## src/rtl/c_fetch_realign_buffer.sv

```systemverilog
// c_fetch_realign_buffer
// Circular halfword buffer between instruction fetch and decode. Fetch words
// are split into 16-bit halfwords; the head of the buffer is decoded as either
// a compressed (16-bit) or a full (32-bit) instruction. 32-bit instructions
// may straddle two fetch words. A misaligned start PC is handled by dropping
// the leading halfwords of the first fetch word after reset or redirect.
module c_fetch_realign_buffer #(
  parameter int          FETCH_W  = 32,
  parameter int          BUF_HW   = 8,
  parameter logic [31:0] RESET_PC = 32'h0000_0000
) (
  input  logic                      clk,
  input  logic                      reset,
  input  logic                      redirect_i,
  input  logic [31:0]               redirect_pc_i,
  input  logic                      fetch_valid_i,
  output logic                      fetch_ready_o,
  input  logic [FETCH_W-1:0]        fetch_data_i,
  output logic                      instr_valid_o,
  input  logic                      instr_ready_i,
  output logic [31:0]               instr_o,
  output logic [31:0]               instr_pc_o,
  output logic                      is_compressed_o,
  output logic [$clog2(BUF_HW):0]   occupancy_o
);

  localparam int HW_PER = FETCH_W / 16;
  localparam int SKIP_W = $clog2(HW_PER);
  localparam int PTR_W  = $clog2(BUF_HW);
  localparam int CNT_W  = PTR_W + 1;

  localparam logic [CNT_W:0]   BUF_HW_C = (CNT_W+1)'(BUF_HW);
  localparam logic [CNT_W:0]   HW_PER_C = (CNT_W+1)'(HW_PER);
  localparam logic [CNT_W-1:0] HW_PER_N = CNT_W'(HW_PER);
  localparam logic [PTR_W-1:0] PTR_ONE  = PTR_W'(1);

  // Halfword storage: data only, never reset
  logic [15:0]       hw_buf [BUF_HW];

  // Control state
  logic [PTR_W-1:0]  rd_ptr_q;
  logic [PTR_W-1:0]  wr_ptr_q;
  logic [CNT_W-1:0]  cnt_q;
  logic [31:0]       head_pc_q;
  logic              skip_pend_q;
  logic [SKIP_W-1:0] skip_n_q;

  // Combinational decode and handshake signals
  logic [15:0]       hw0;
  logic [15:0]       hw1;
  logic              comp;
  logic [CNT_W-1:0]  need_n;
  logic [CNT_W:0]    room;
  logic              ready_raw;
  logic              push;
  logic              pop;
  logic [SKIP_W-1:0] skip_eff;
  logic [CNT_W-1:0]  pushed;
  logic [CNT_W-1:0]  push_n;
  logic [CNT_W-1:0]  pop_n;

  // Head decode, acceptance and handshake qualification
  always_comb begin
    hw0       = hw_buf[rd_ptr_q];
    hw1       = hw_buf[rd_ptr_q + PTR_ONE];
    comp      = (hw0[1:0] != 2'b11);
    need_n    = comp ? CNT_W'(1) : CNT_W'(2);

    // Room is judged on the registered count only, so a pop in the same
    // cycle never opens the gate early.
    room      = BUF_HW_C - {1'b0, cnt_q};
    ready_raw = !redirect_i && (room >= HW_PER_C);

    fetch_ready_o   = reset || ready_raw;
    instr_valid_o   = !reset && !redirect_i && (cnt_q >= need_n);
    is_compressed_o = !reset && comp;
    instr_o         = 32'h0;
    if (!reset) begin
      instr_o = comp ? {16'h0, hw0} : {hw1, hw0};
    end
    instr_pc_o  = head_pc_q;
    occupancy_o = cnt_q;

    push = fetch_valid_i && ready_raw;
    pop  = instr_valid_o && instr_ready_i;

    // Leading halfwords below the start PC are dropped from the first word
    skip_eff = skip_pend_q ? skip_n_q : '0;
    pushed   = HW_PER_N - CNT_W'(skip_eff);
    push_n   = push ? pushed : '0;
    pop_n    = pop ? need_n : '0;
  end

  // Write accepted halfwords behind the current tail; the head is never touched
  always_ff @(posedge clk) begin
    if (push) begin
      for (int i = 0; i < HW_PER; i++) begin
        if (i >= int'(skip_eff)) begin
          hw_buf[wr_ptr_q + PTR_W'(i - int'(skip_eff))] <= fetch_data_i[16*i +: 16];
        end
      end
    end
  end

  // Pointer, count, PC and skip bookkeeping; redirect flushes everything
  always_ff @(posedge clk or posedge reset) begin
    if (reset) begin
      rd_ptr_q    <= '0;
      wr_ptr_q    <= '0;
      cnt_q       <= '0;
      head_pc_q   <= RESET_PC;
      skip_pend_q <= 1'b1;
      skip_n_q    <= RESET_PC[SKIP_W:1];
    end else if (redirect_i) begin
      rd_ptr_q    <= '0;
      wr_ptr_q    <= '0;
      cnt_q       <= '0;
      head_pc_q   <= redirect_pc_i & ~32'h1;
      skip_pend_q <= 1'b1;
      skip_n_q    <= redirect_pc_i[SKIP_W:1];
    end else begin
      if (push) begin
        wr_ptr_q    <= wr_ptr_q + pushed[PTR_W-1:0];
        skip_pend_q <= 1'b0;
      end
      if (pop) begin
        rd_ptr_q  <= rd_ptr_q + need_n[PTR_W-1:0];
        head_pc_q <= head_pc_q + (32'(need_n) << 1);
      end
      cnt_q <= cnt_q + push_n - pop_n;
    end
  end

endmodule

```

## config.mk

```make
export PLATFORM = sky130hd
export DESIGN_NAME = c_fetch_realign_buffer
export DESIGN_NICKNAME = d
export VERILOG_FILES = /design/src/rtl/c_fetch_realign_buffer.sv
export SDC_FILE = /design/constraint.sdc
export NUM_CORES = 1
export LEC_CHECK = 0
export CAP_MARGIN = 20
export CORE_ASPECT_RATIO = 0.75
export CORE_UTILIZATION = 25
export CTS_CLUSTER_DIAMETER = 100
export DETAILED_ROUTE_END_ITERATION = 10
export DONT_BUFFER_PORTS = 1
export PLACE_DENSITY = 0.37
export SETUP_SLACK_MARGIN = 0.3
export SLEW_MARGIN = 0
export SYNTH_ARGS = -nofsm -noshare
export SYNTH_HDL_FRONTEND = slang
export SYNTH_SLANG_ARGS = --single-unit
export TNS_END_PERCENT = 5
```

## constraint.sdc

```tcl
create_clock -name clk -period 10.3 [get_ports clk]
set_input_delay 2.06 -clock clk [delete_from_list [all_inputs] [get_ports clk]]
set_output_delay 2.06 -clock clk [all_outputs]
set_load 0.03 [all_outputs]
```

==> reports/metrics.cfg <==
[synthesis]
yosys_warnings = 0
synth_ff_type = edfxtp_1
synth-edff-count = 128
synth_area_sq_um = 10500
syn_nets = 873
avgSynthCellArea_sq_um = 13.4
synth_top_area_cell = edfxtp_1
synth.area.top_cells = edfxtp_1, mux2_2, mux4_2
synth_cells = 780
yosysSeqAreaShare = 0.471
ys_ff_latch = 171
yosysMostFrequentCell = mux2_2
ys_top_cells_by_count = mux2_2, edfxtp_1, nand2_1
synth_top_area_frac = 0.368
synthDistinctLibCells = 60
postSynth.asyncResetShare = 0.251

[route]
first_iter_violations = 536
wl_per_cell_microns = 24.4
drt_wl_total_microns = 32800
post-route-drc-count = 0
viasPerCell = 4.89
final_antenna_net_count = 0
vias = 6585
drt_pass1_iterations = 5

[setup_path]
end_kind = output port
crit_arrival_ps = 3900
cp_data_required_time_ps = 8240
critPathMaxFanout = 51
criticalPathCategory = reg -> out
crit_path_start_kind = flop

[cells_and_area]
num-nets-final = 865
fin_util = 0.286
antenna_cells = 0
ff_latch_area_sq_um = 4930
n_fill_cell = 4245
layout-area-overhead-vs-synth_pct = 12.0
multi_input_area_sq_um = 5340
layout-drive-gt1-share = 0.354

[timing]
relSlewSlack = 0.248
skew_ps = 13.2
post-route-min-period_ps = 5960
setup_violations = 0
worstMarginPinSlew_ps = 1130
fin_setup_tns_ps = 0
finalHoldViolCount = 0
finalCritPeriodShare = 0.578
drv_slew = 0
grt_setup_unrepaired = no
fmax_mhz = 168

[grt]
grt_pass1_vias = 6802
grt-ovfl-total = 0
antenna_found_initial = 0
grt_pass1_wl_microns = 47900
grt_usage = 0.158
grt_max_degree = 57

[pwr]
p_leak_nw = 3.88
ir_drop_v = 0.0000974
power_density_nw_per_um2 = 215

[clock_network]
cts_buffers = 17
path_clk_slew_ps = 70
tritoncts = done
cts_resized = 0
root_buffer = clkbuf_16
clock-sinks = 171
post-cts-setup-buffers = 0
ctsHoldBuffers = 0
clock_latency_ps = 440
htreeDepth = 4
clockBufferDepth = 2

[flow_run]
cap_violations = 0

[floorplanning]
fp.dieH_microns = 179
die-area_sq_um = 42700
core_area_sq_um = 41000
num_rows = 64
start_util = 0.255
die_w_microns = 238
ios = 140

[worst_hold_path]
hp-class = reg -> reg

[place]
port_buffers = 0
routabilityCongestion = 0.713
hpwl_microns = 20500

[status]
outcome = complete, no violations

==> where the power goes <==
group | internal [W] | leakage, nW | switching [W] | total, W
clock | 0.000335 | 0.266 | 0.000306 | 0.000641
sequential | 0.000848 | 1.68 | 0.000110 | 0.000958
combinational | 0.000372 | 1.93 | 0.000545 | 0.000917
total | 0.00156 | 3.88 | 0.000961 | 0.00252
==> cells by family after synthesis <==
family,share of synthesized area
AOI/OAI and AO/OA,0.0420
other,0.000359
buffers and inverters,0.0272
adders and majority gates,0.0330
muxes,0.301
xor gates and xnor gates,0.0276
DFF,0.471
and+or+nand+nor,0.0980
==> worst max-delay path, stage by stage, from the launching register on <==
cell and delay, ps:
dfrtp_4 600, buf_4 740, ha_2 380, xor2_2 660, buf_4 320, nand2_1 70, a21oi_1 660
==> flip-flops by register name, indices dropped and copies added (netlist names) <==
| signal | cells |
|---|---|
| rd_ptr_q | 3 |
| instr_pc_o | 31 |
| skip_pend_q | 1 |
| skip_n_q | 1 |
| wr_ptr_q | 3 |
| occupancy_o | 4 |
| hw_buf | 128 |
==> cell usage in the layout, fill, tap and decap left out, types with 13 or more instances in the layout <==
master / instances
mux4_2: 64
o21ai_0: 20
xor2_1: 18
inv_1: 17
mux2i_1: 19
edfxtp_1: 128
xnor2_1: 13
nand2_1: 72
mux2_2: 130
buf_4: 17
nand4_1: 19
a21oi_1: 20
dfrtp_1: 40
clkbuf_16: 17
ha_1: 17
nand3_1: 16
nor2_1: 35
==> per-layer routing <==
metal | part of all wire | wire [microns] | track usage
met2 | 0.43 | 14200 | 0.233
met1 | 0.51 | 16700 | 0.230
met4 | 0.013 | 420 | 0.0387
met5 | 0 | 0 | 0
met3 | 0.046 | 1520 | 0.0383
==> stage by stage <==
step	total power, W	instances	area [sq um]	worst slack (ps)	hold WS [ps]
6_report	0.00252	1346	11700	4340	459
5_1_grt	0.00266	1346	11700	4040	487
3_3_place_gp	0.00191	1314	11200	4440	449
2_1_floorplan	0.00166	780	10500	3970	439
4_1_cts	0.00255	1346	11700	4230	462
3_5_place_dp	0.00191	1314	11200	4450	449
==> final timing paths <==
check | startpoint | cells past startpoint | slack, ps | to
worst min-delay path | skip_pend_q | 2 | 460 | skip_pend_q
worst max register to register | rd_ptr_q[0] | 17 | 5550 | occupancy_o[3]
worst min register to register | skip_pend_q | 2 | 460 | skip_pend_q
min in group asynchronous | reset | 2 | 1710 | instr_pc_o[30]
max in group asynchronous | reset | 2 | 8110 | rd_ptr_q[0]
worst max-delay path | rd_ptr_q[0] | 6 | 4340 | instr_o[24]
==> cell type report <==
type,instances,share of cell area
multi-input cells,546,0.455
flip-flops and latches,171,0.420
well taps,561,0.0599
clock buffers,19,0.0370
repair buffers,17,0.0109
clock inverters,13,0.00993
inverters,19,0.00651
No activity file was read; power rests on OpenSTA's default activity.
